**config.mk**
```make
export PLATFORM = sky130hd
export DESIGN_NAME = vc_fifo
export DESIGN_NICKNAME = d
export VERILOG_FILES = /design/src/rtl/vc_fifo.sv
export SDC_FILE = /design/constraint.sdc
export NUM_CORES = 1
export LEC_CHECK = 0
export BUFFER_PORTS_ARGS = -buffer_cell sky130_fd_sc_hd__clkbuf_2
export CAP_MARGIN = 20
export CORE_MARGIN = 2
export CORE_UTILIZATION = 62
export CTS_CLUSTER_DIAMETER = 30
export DETAILED_ROUTE_END_ITERATION = 6
export GPL_TIMING_DRIVEN = 0
export HOLD_SLACK_MARGIN = 0.12
export PLACE_DENSITY = 0.93
export SLEW_MARGIN = 0
export SYNTH_ARGS = -nofsm -noshare
export SYNTH_HDL_FRONTEND = slang
export SYNTH_SLANG_ARGS = --single-unit
export TNS_END_PERCENT = 50
```
**constraint.sdc**
```tcl
create_clock -name clk -period 4.5 [get_ports clk]
set_input_delay 0.45 -clock clk [delete_from_list [all_inputs] [get_ports clk]]
set_output_delay 0.45 -clock clk [all_outputs]
set_load 0.03 [all_outputs]
```
**src/rtl/vc_fifo.sv**
```systemverilog
// Multi-channel synchronous FIFO: VCS independent virtual-channel queues sharing one
// write port and one read port, with per-VC flags, occupancy and sticky overflow.
module vc_fifo #(
  parameter int unsigned WIDTH     = 8,
  parameter int unsigned DEPTH     = 4,
  parameter int unsigned VCS       = 2,
  parameter int unsigned AF_MARGIN = 1,
  parameter int unsigned OUT_REG   = 0,
  localparam int unsigned AW = $clog2(DEPTH),
  localparam int unsigned CW = AW + 1,
  localparam int unsigned VW = (VCS > 1) ? $clog2(VCS) : 1
) (
  input  logic                clk,
  input  logic                reset,
  input  logic [WIDTH-1:0]    din,
  input  logic                wr_en,
  input  logic [VW-1:0]       wr_vc,
  input  logic                rd_en,
  input  logic [VW-1:0]       rd_vc,
  output logic [WIDTH-1:0]    dout,
  output logic                dout_valid,
  output logic [VCS-1:0]      empty,
  output logic [VCS-1:0]      full,
  output logic [VCS-1:0]      nearly_empty,
  output logic [VCS-1:0]      almost_full,
  output logic [VCS*CW-1:0]   count,
  output logic [VCS-1:0]      overflow
);

  localparam int unsigned MW = $clog2(VCS * DEPTH);
  localparam logic [CW-1:0] AfLevel = CW'(DEPTH - AF_MARGIN);

  logic [CW-1:0]    wr_ptr_q [VCS];
  logic [CW-1:0]    rd_ptr_q [VCS];
  logic [WIDTH-1:0] mem_q    [VCS*DEPTH];
  logic [VCS-1:0]   overflow_q;

  logic [VCS-1:0]   rd_sel;
  logic [VCS-1:0]   wr_acc;
  logic [VCS-1:0]   rd_acc;
  logic [VCS-1:0]   ovf_set;
  logic [WIDTH-1:0] head;

  // An out-of-range VC index matches no channel, so it is never accepted and never flags overflow.
  always_comb begin
    empty        = '0;
    full         = '0;
    nearly_empty = '0;
    almost_full  = '0;
    count        = '0;
    rd_sel       = '0;
    wr_acc       = '0;
    rd_acc       = '0;
    ovf_set      = '0;
    head         = '0;
    for (int v = 0; v < VCS; v++) begin
      count[v*CW +: CW] = wr_ptr_q[v] - rd_ptr_q[v];
      empty[v]          = (wr_ptr_q[v] == rd_ptr_q[v]);
      full[v]           = (wr_ptr_q[v][AW-1:0] == rd_ptr_q[v][AW-1:0]) &&
                          (wr_ptr_q[v][AW] != rd_ptr_q[v][AW]);
      nearly_empty[v]   = ((wr_ptr_q[v] - rd_ptr_q[v]) == CW'(1));
      almost_full[v]    = ((wr_ptr_q[v] - rd_ptr_q[v]) >= AfLevel);
      rd_sel[v]         = (rd_vc == VW'(v));
      wr_acc[v]         = wr_en && (wr_vc == VW'(v)) && !full[v];
      ovf_set[v]        = wr_en && (wr_vc == VW'(v)) && full[v];
      rd_acc[v]         = rd_en && rd_sel[v] && !empty[v];
      if (rd_sel[v]) begin
        head = mem_q[MW'(v * DEPTH) + MW'(rd_ptr_q[v][AW-1:0])];
      end
    end
  end

  always_ff @(posedge clk or posedge reset) begin
    if (reset) begin
      for (int v = 0; v < VCS; v++) begin
        wr_ptr_q[v] <= '0;
        rd_ptr_q[v] <= '0;
      end
      overflow_q <= '0;
    end else begin
      for (int v = 0; v < VCS; v++) begin
        if (wr_acc[v]) wr_ptr_q[v] <= wr_ptr_q[v] + CW'(1);
        if (rd_acc[v]) rd_ptr_q[v] <= rd_ptr_q[v] + CW'(1);
      end
      overflow_q <= overflow_q | ovf_set;
    end
  end

  // Storage is deliberately left out of reset; the pointers alone define validity.
  always_ff @(posedge clk) begin
    for (int v = 0; v < VCS; v++) begin
      if (wr_acc[v]) begin
        mem_q[MW'(v * DEPTH) + MW'(wr_ptr_q[v][AW-1:0])] <= din;
      end
    end
  end

  assign overflow = overflow_q;

  if (OUT_REG != 0) begin : g_reg
    logic [WIDTH-1:0] dout_q;
    logic             dout_valid_q;

    always_ff @(posedge clk or posedge reset) begin
      if (reset) begin
        dout_q       <= '0;
        dout_valid_q <= 1'b0;
      end else begin
        dout_valid_q <= |rd_acc;
        if (|rd_acc) dout_q <= head;
      end
    end

    assign dout       = dout_q;
    assign dout_valid = dout_valid_q;
  end else begin : g_fwft
    assign dout       = head;
    assign dout_valid = |(rd_sel & ~empty);
  end

endmodule

```
==> impl_metrics.tcl, run 1 <==
set metrics [dict create \
    status "finished, final reports clean" \
    initial_core_util_pct 64.9 \
    drt_wl_total_um 6680 \
    syn_avg_cell_area_sq_um 16.5 \
    skew_ns 0.00907 \
    synth_edf_count 64 \
    num_antenna_cells 0 \
    ff_latch_area_sq_um 2270 \
    synth_top_area_share_pct 57.2 \
    fin_crit_ns 3.00 \
    rsz0062_at_grt "no" \
    die_area_sq_um 6020 \
    hp-class "input port to asynchronous set/reset pin" \
    synthCells 204 \
    cp_data_arrival_time_ns 3.04 \
    grt_max_degree 15 \
    ys.flop_type "edfxtp_1" \
    required_ns 4.54 \
    core-area_sq_um 5170 \
    dr_total_vias 1961 \
    place.gp.congestion 0.762 \
    grt_util_all_layers_pct 24.4 \
    max_stage_delay_ns 0.59 \
    path_clk_slew_ns 0.08 \
    synth-seq-cells 78 \
    yosysUniqueCellTypes 34 \
    ant_nets 0 \
    drt_iter0_markers 210 \
    numCtsBuffers 9 \
    cts-root-buf "clkbuf_8" \
    die_x_um 77.6 \
    cts_resized 0 \
    crit_path_end_kind "flop" \
    setup-violations-final 0 \
    synth_top_area_cell "edfxtp_1" \
    cpMostUsedCell "buf_2" \
    hpwl_um 4640 \
    synthArstFlopShare_pct 17.9 \
    crit_slowest_cell "nor3_1" \
    layout-area-overhead-vs-synth_pct 14.9 \
    netlist_area_sq_um 3360 \
    drt_first_pass_iters 4 \
    holdBufCountCts 0 \
    multi_input_area_sq_um 1010 \
    via_per_inst 5.85 \
    clock_sinks 78 \
    critPathLaunchType "flop" \
    slew_violations 0 \
    io_buffer_count 38 \
    clk_latency_ns 0.34 \
    cts_tree "built" \
    grt_pass1_vias 2088 \
    drive_gt1_share_pct 30.9 \
    drc 0 \
    max_freq_ghz 0.334 \
    num_io_pins 39 \
    synth_top_cells_by_area "edfxtp_1, dfrtp_1, mux4_2, mux2i_1, ha_1" \
    fin_crit_sh_pct 66.6 \
    maxCapViolCount 0 \
    antenna_found_initial 0 \
    die_h_um 77.6 \
    worstMarginPinSlew_ns 0.817 \
    row_count 26 \
    ctsHtreeMaxLevel 3 \
    hold_viol 0 \
    yosys_warnings 0 \
    critPathMaxFanout 10 \
    nNetsFinal 285 \
    wire_per_inst_um 19.9 \
    crit_type "flop to flop" \
    slew_headroom_pct 45.1 \
    grt_pass1_wl_um 10600 \
    setup_tns_ns 0 \
    postCtsSetupBuffers 0 \
    n_fill_cell 304 \
    path_cells "buf_2 -> buf_4 -> inv_1 -> ha_1 -> nand2_1 -> o21ai_2 -> nor3_1 -> buf_2" \
    yosysSeqAreaShare_pct 67.6 \
    clockBufferDepth 2 \
    gr-total-overflow 0 \
    synth_fp_nets 228 \
]
through the flow:
stage               instances  area (sq um)  util (%)  hold WS, ns  setup WS, ns
floorplan                 204          3360         -        0.339          1.76
global placement          312          3640      70.3        0.437          1.47
global route              335          3860      74.6        0.166          1.38
CTS                       334          3850      74.5        0.145          1.43
finish                    335          3860      74.6        0.132          1.50
detailed placement        319          3670      71.0        0.451          1.49
sequential cells by signal (all words and copies together), names as in the netlist:
signal and flops:
overflow 2, rd_ptr_q 6, wr_ptr_q 6, mem_q 64
final timing paths:
check | start | to | slack (ns) | depth (start not counted)
hold reg to reg | overflow[0]$_DFF_PP0_ | overflow[0]$_DFF_PP0_ | 0.48 | 1
setup / recovery | rd_ptr_q[4]$_DFFE_PP0P_ | mem_q[2][6]$_DFFE_PP_ | 1.50 | 8
max in group asynchronous | reset | wr_ptr_q[4]$_DFFE_PP0P_ | 3.98 | 2
min in group clk | din[1] | mem_q[0][1]$_DFFE_PP_ | 0.40 | 1
hold / removal | reset | rd_ptr_q[3]$_DFFE_PP0P_ | 0.13 | 2
setup reg to reg | rd_ptr_q[4]$_DFFE_PP0P_ | mem_q[2][6]$_DFFE_PP_ | 1.50 | 8
placed cells by master, fill, tap and decap left out, types with 2 or more instances in the layout:
cell type / n
a21o_1: 3
a21oi_1: 2
buf_1: 3
buf_2: 8
buf_4: 2
clkbuf_1: 2
clkbuf_2: 39
clkbuf_8: 9
clkinv_2: 2
dfrtp_1: 14
edfxtp_1: 64
fa_1: 2
ha_1: 8
inv_1: 12
mux2_2: 3
mux2_4: 2
mux2i_1: 17
mux4_2: 8
nand2_1: 12
nor2_1: 4
nor2b_1: 2
nor3_1: 13
o21ai_2: 2
o221ai_1: 8
xnor2_1: 7
xor2_1: 3
routing by layer:
layer | vias up | track usage (%) | share of wire, % | wire (um)
li1 | 888 | - | - | -
met1 | 981 | 28.4 | 37 | 2490
met2 | 73 | 40.9 | 54 | 3610
met3 | 19 | 6.74 | 5.1 | 339
met4 | 0 | 13.6 | 3.4 | 230
met5 | - | 0 | 0 | 0
cells in the mapped netlist (3+ instances only):
cell type,number
buf_1,3
xor2_1,3
mux2_2,3
mux2i_1,17
edfxtp_1,64
dfrtp_1,14
xnor2_1,7
a21o_1,3
nor3_1,13
mux4_2,8
inv_1,12
nor2_1,4
ha_1,8
o221ai_1,8
nand2_1,12
critical path: cells and delay by family, from the launching register on:
kind / cells / cell delay (ns)
flops: 1 / 0.38
compound gates: 1 / 0.18
simple gates: 2 / 0.83
fa+ha+maj: 1 / 0.29
buf+inv: 4 / 1.00
cells by family (layout without fill, tap and decap cells):
logic type / Yosys count / in the layout / synth area share, %
adder cells (fa/ha/maj): 10 / 10 / 4.17
multiplexers: 30 / 30 / 12.3
buffers and inverters: 19 / 80 / 2.31
AO/OA/AOI/OAI: 20 / 20 / 5.18
flip-flops: 78 / 78 / 67.6
AND/OR/NAND/NOR: 35 / 35 / 4.80
XOR/XNOR: 12 / 12 / 3.58
layout make-up:
| class | instances | share of cell area [%] |
|---|---|---|
| clock inverter | 5 | 1.33 |
| timing repair buffer | 46 | 6.03 |
| tap | 70 | 2.27 |
| clock buffer | 10 | 3.31 |
| multi-input combinational | 107 | 26.2 |
| inverter | 12 | 1.17 |
| sequential | 78 | 58.9 |
| buffer | 7 | 0.843 |
Power of run 1 is not shown: default switching activity piles up to over one toggle a cycle in this logic, so the estimate is an artifact.
==> inputs of run 2 (changes only) <==
--- a/config.mk
+++ b/config.mk
@@ -8,12 +8,12 @@
 export BUFFER_PORTS_ARGS = -buffer_cell sky130_fd_sc_hd__clkbuf_2
 export CAP_MARGIN = 20
 export CORE_MARGIN = 2
-export CORE_UTILIZATION = 62
+export CORE_UTILIZATION = 52
 export CTS_CLUSTER_DIAMETER = 30
 export DETAILED_ROUTE_END_ITERATION = 6
 export GPL_TIMING_DRIVEN = 0
 export HOLD_SLACK_MARGIN = 0.12
-export PLACE_DENSITY = 0.93
+export PLACE_DENSITY = 0.84
 export SLEW_MARGIN = 0
 export SYNTH_ARGS = -nofsm -noshare
 export SYNTH_HDL_FRONTEND = slang
==> constraint.sdc (replaced) <==
create_clock -name clk -period 2.4 [get_ports clk]
set_input_delay 0.24 -clock clk [delete_from_list [all_inputs] [get_ports clk]]
set_output_delay 0.24 -clock clk [all_outputs]
set_load 0.03 [all_outputs]
==> impl_metrics.tcl, run 2 (synthesized netlist as in run 1, its figures left out) <==
set metrics [dict create \
    initial_core_util_pct 53.2 \
    cp_data_arrival_time_ns 2.08 \
    clockBufferDepth 2 \
    setup_tns_ns 0 \
    reg2reg_slack_ns 0.15 \
    grt_pass1_vias 1933 \
    numCtsBuffers 9 \
    critPathLaunchType "flop" \
    wire_per_inst_um 17.7 \
    hpwl_um 4310 \
    path_cells "inv_1 -> ha_1 -> inv_1 -> fa_1 -> xnor2_2 -> a21o_1 -> clkbuf_2" \
    dr_wl_met3_um 227 \
    antenna_found_initial 0 \
    hold_viol 0 \
    clk_latency_ns 0.35 \
    ctsHtreeMaxLevel 3 \
    nNetsFinal 289 \
    die_area_sq_um 7120 \
    die_x_um 84.4 \
    final_cell_mix "edfxtp_1, clkbuf_2, mux2i_1, dfrtp_1" \
    via_per_inst 5.56 \
    gr-total-overflow 0 \
    grt_max_degree 15 \
    drt_wl_total_um 6110 \
    place.gp.congestion 0.750 \
    status "finished, final reports clean" \
    ant_nets 0 \
    path_clk_slew_ns 0.07 \
    worstMarginPinSlew_ns 0.550 \
    drt_iter0_markers 118 \
    num_io_pins 39 \
    required_ns 2.16 \
    crit_type "flop to primary output" \
    m1WireLength_um 2410 \
    largest_reg_flops 64 \
    hold_slack_ns 0.190 \
    cts-root-buf "clkbuf_8" \
    slew_headroom_pct 63.3 \
    crit_slowest_cell "dfrtp_1" \
    die_h_um 84.4 \
    cts_tree "built" \
    grt_util_all_layers_pct 18.5 \
    slew_violations 0 \
    grt_pass1_wl_um 9690 \
    critPathMaxFanout 5 \
    drc 0 \
    hp-class "input port to flop" \
    drive_gt1_share_pct 37.9 \
    core-area_sq_um 6310 \
    setup-violations-final 0 \
    max_freq_ghz 0.431 \
    row_count 29 \
    drt_first_pass_iters 4 \
    top_layer "met4" \
    max_stage_delay_ns 0.45 \
    final_common_cell "edfxtp_1" \
    maxCapViolCount 0 \
    clock_sinks 78 \
    layout-area-overhead-vs-synth_pct 19.8 \
    dr_wl_met2_um 3360 \
    dr_total_vias 1925 \
    fin_crit_sh_pct 96.8 \
    num_antenna_cells 0 \
    rsz0062_at_grt "no" \
    cp_top_family "adder cells" \
    cpMostUsedCell "inv_1" \
    skew_ns 0.0117 \
    critPathBufInv 3 \
    fin_crit_ns 2.32 \
    io_buffer_count 38 \
    n_fill_cell 437 \
    crit_path_end_kind "primary output" \
]
==> run 2: cell count changes in the layout (fill, tap and decap cells not counted), sizes merged <==
cell         previous run  this run
buf                    13        17
clkbuf                 50        48
bufinv                  1         0
clkinvlp                1         2
dlygate4sd3             0         1
inv                    12        13
==> run 2: what timing repair did <==
item | in CTS | in global routing
pin swaps | 3 | 1
gates resized for setup | 17 | 7
hold endpoints to repair | 14 | 0
hold buffers | 1 | 0
setup endpoints to repair | 77 | 26
buffers inserted | 2 | 3
==> run 2: final timing paths <==
kind / depth (start not counted) / to / from
max in group asynchronous: 3 / wr_ptr_q[3]$_DFFE_PP0P_ / reset
min: 1 / mem_q[2][3]$_DFFE_PP_ / din[3]
min in group asynchronous: 3 / rd_ptr_q[2]$_DFFE_PP0P_ / reset
max reg2reg: 7 / mem_q[7][1]$_DFFE_PP_ / rd_ptr_q[1]$_DFFE_PP0P_
max: 7 / almost_full[1] / wr_ptr_q[0]$_DFFE_PP0P_
min reg2reg: 1 / overflow[0]$_DFF_PP0_ / overflow[0]$_DFF_PP0_
==> run 2: area by class of cell <==
type                    instances  area [sq um]  share of cell area [%]
clock inverters                 6          38.8                   0.964
repair buffers                 50           293                    7.28
clock buffers                   9           124                    3.08
inverters                      12          47.5                    1.18
plain buffers                   7          52.6                    1.31
flip-flops and latches         78          2270                    56.5
well taps                      77          96.3                    2.39
multi-input cells             107          1100                    27.3
==> run 2: per-layer routing <==
layer	up-vias	GRT usage, %
met4	0	7.94
met3	11	4.13
met1	973	21.6
met5	-	0
li1	900	-
met2	41	32.9
==> run 2: through the flow <==
stage	setup WS (ns)	instances	area, sq um	util (%)
after floorplan	-0.0633	204	3380	-
after global placement	-0.679	319	3670	58.1
after detailed placement	-0.475	325	3710	58.7
after CTS	0.0121	343	3990	63.1
after global routing	0.00454	346	4020	63.7
final	0.0778	346	4020	63.7
==> run 2: worst register-to-register path, stage by stage, from the launching register on <==
cell	delay, ns
dfrtp_1	0.37
clkbuf_4	0.24
inv_1	0.10
ha_1	0.29
nand2_1	0.18
o211ai_4	0.15
nor3_1	0.39
buf_4	0.25
Power of run 2 is left out for the same reason.
==> inputs of run 3 (changes only) <==
--- a/config.mk
+++ b/config.mk
@@ -8,13 +8,13 @@
 export BUFFER_PORTS_ARGS = -buffer_cell sky130_fd_sc_hd__clkbuf_2
 export CAP_MARGIN = 20
 export CORE_MARGIN = 2
-export CORE_UTILIZATION = 52
+export CORE_UTILIZATION = 62
 export CTS_CLUSTER_DIAMETER = 30
 export DETAILED_ROUTE_END_ITERATION = 6
 export GPL_TIMING_DRIVEN = 0
 export HOLD_SLACK_MARGIN = 0.12
-export PLACE_DENSITY = 0.84
-export SLEW_MARGIN = 0
+export PLACE_DENSITY = 0.93
+export SLEW_MARGIN = 20
 export SYNTH_ARGS = -nofsm -noshare
 export SYNTH_HDL_FRONTEND = slang
 export SYNTH_SLANG_ARGS = --single-unit
==> constraint.sdc (replaced) <==
create_clock -name clk -period 2.8 [get_ports clk]
set_input_delay 0.28 -clock clk [delete_from_list [all_inputs] [get_ports clk]]
set_output_delay 0.28 -clock clk [all_outputs]
set_load 0.03 [all_outputs]
==> impl_metrics.tcl, run 3 (synthesized netlist as in run 1, its figures left out) <==
set metrics [dict create \
    status "finished, final reports clean" \
    cts-root-buf "clkbuf_8" \
    cp_data_arrival_time_ns 2.69 \
    grt_pass1_vias 1970 \
    io_buffer_count 38 \
    path_cells "buf_2 -> buf_4 -> inv_1 -> ha_1 -> nand2_2 -> o21ai_2 -> nor3_2" \
    die_x_um 77.6 \
    skew_ns 0.00851 \
    final_area_sq_um 3920 \
    via_per_inst 6.05 \
    max_freq_ghz 0.369 \
    drt_iter0_markers 143 \
    dr_total_vias 1996 \
    numCtsBuffers 9 \
    worstReg2RegStart "rd_ptr_q[4]$_DFFE_PP0P_" \
    antenna_found_initial 0 \
    clock_sinks 78 \
    final_cell_mix "edfxtp_1, clkbuf_2, mux2i_1, dfrtp_1, inv_1" \
    die_h_um 77.6 \
    place.gp.congestion 0.762 \
    hold_viol 0 \
    grt_util_all_layers_pct 24.2 \
    slew_violations 0 \
    ant_nets 0 \
    gr-total-overflow 0 \
    wire_per_inst_um 20.3 \
    ff_latch_area_sq_um 2270 \
    die_area_sq_um 6020 \
    holdCritStartpoint "din[2]" \
    multi_input_area_sq_um 1050 \
    startpoint "rd_ptr_q[4]$_DFFE_PP0P_" \
    rsz0062_at_grt "yes" \
    ctsHtreeMaxLevel 3 \
    initial_core_util_pct 64.9 \
    grt_max_degree 15 \
    slew_headroom_pct 49.3 \
    maxCapViolCount 0 \
    row_count 26 \
    setup-violations-final 0 \
    cts_tree "built" \
    required_ns 2.78 \
    clockBufferDepth 2 \
    crit_path_end_kind "flop" \
    clk_latency_ns 0.35 \
    critPathLaunchType "flop" \
    nNetsFinal 279 \
    worstMarginPinSlew_ns 0.757 \
    drive_gt1_share_pct 33.5 \
    placed_cell_area_sq_um 3670 \
    hold_slack_ns 0.226 \
    n_fill_cell 286 \
    drt_wl_total_um 6690 \
    final_common_cell "edfxtp_1" \
    critPathMaxFanout 10 \
    drt_first_pass_iters 5 \
    fin_crit_ns 2.71 \
    crit_type "flop to flop" \
    core-area_sq_um 5170 \
    hpwl_um 4740 \
    max_stage_delay_ns 0.62 \
    layout-area-overhead-vs-synth_pct 16.6 \
    fin_util_pct 75.7 \
    num_io_pins 39 \
    fin_crit_sh_pct 96.8 \
    grt_pass1_wl_um 10300 \
    crit_slowest_cell "nor3_2" \
    drc 0 \
    num_antenna_cells 0 \
    hp-class "input port to flop" \
    path_clk_slew_ns 0.08 \
    critPathBufInv 3 \
    largest_reg_flops 64 \
    cp_top_family "simple AND/OR/NAND/NOR gates" \
    setup_tns_ns 0 \
]
## run 3: changes by cell type in the layout (fill, tap and decap cells not counted), sizes merged
cell	previous run	this run
inv	13	12
buf	17	7
bufinv	0	2
clkinvlp	2	4
clkinv	3	1
## run 3: layer usage
metal / global-route usage [%] / vias up / wire length, um
li1: - / 878 / -
met1: 31.0 / 995 / 2610
met2: 36.9 / 98 / 3330
met3: 4.42 / 25 / 409
met4: 18.2 / 0 / 340
met5: 0 / - / 0
## run 3: through the flow
step | cells | worst slack, ns
floorplan | 204 | 0.227
global placement | 312 | -0.234
detailed placement | 313 | -0.221
CTS | 330 | -0.0142
global route | 330 | -0.0438
finish | 330 | 0.0890
## run 3: area by class of cell
class | instances | share of cell area [%]
Inverter | 12 | 1.15
Multi-Input combinational cell | 107 | 26.9
Sequential cell | 78 | 58.0
Buffer | 7 | 0.830
Timing Repair Buffer | 40 | 5.24
Tap cell | 70 | 2.24
Clock buffer | 9 | 3.16
Clock inverter | 7 | 2.52
## run 3: path summary, 6_finish.rpt
path / end / slack (ns) / cells after the start
worst max-delay path: mem_q[0][7]$_DFFE_PP_ / 0.09 / 7
worst min-delay path: mem_q[1][2]$_DFFE_PP_ / 0.23 / 1
worst max register to register: mem_q[0][7]$_DFFE_PP_ / 0.09 / 7
worst min register to register: overflow[0]$_DFF_PP0_ / 0.46 / 1
max in group asynchronous: rd_ptr_q[5]$_DFFE_PP0P_ / 1.89 / 3
min in group asynchronous: rd_ptr_q[2]$_DFFE_PP0P_ / 0.53 / 3
## run 3: what timing repair did
action | 4_1_cts | 5_1_grt
hold buffers | 1 | 0
endpoints found under the hold margin | 14 | 0
buffers inserted | 0 | 0
setup endpoints to repair | 20 | 33
gates resized for setup | 2 | 1
Power of run 3 is left out for the same reason.
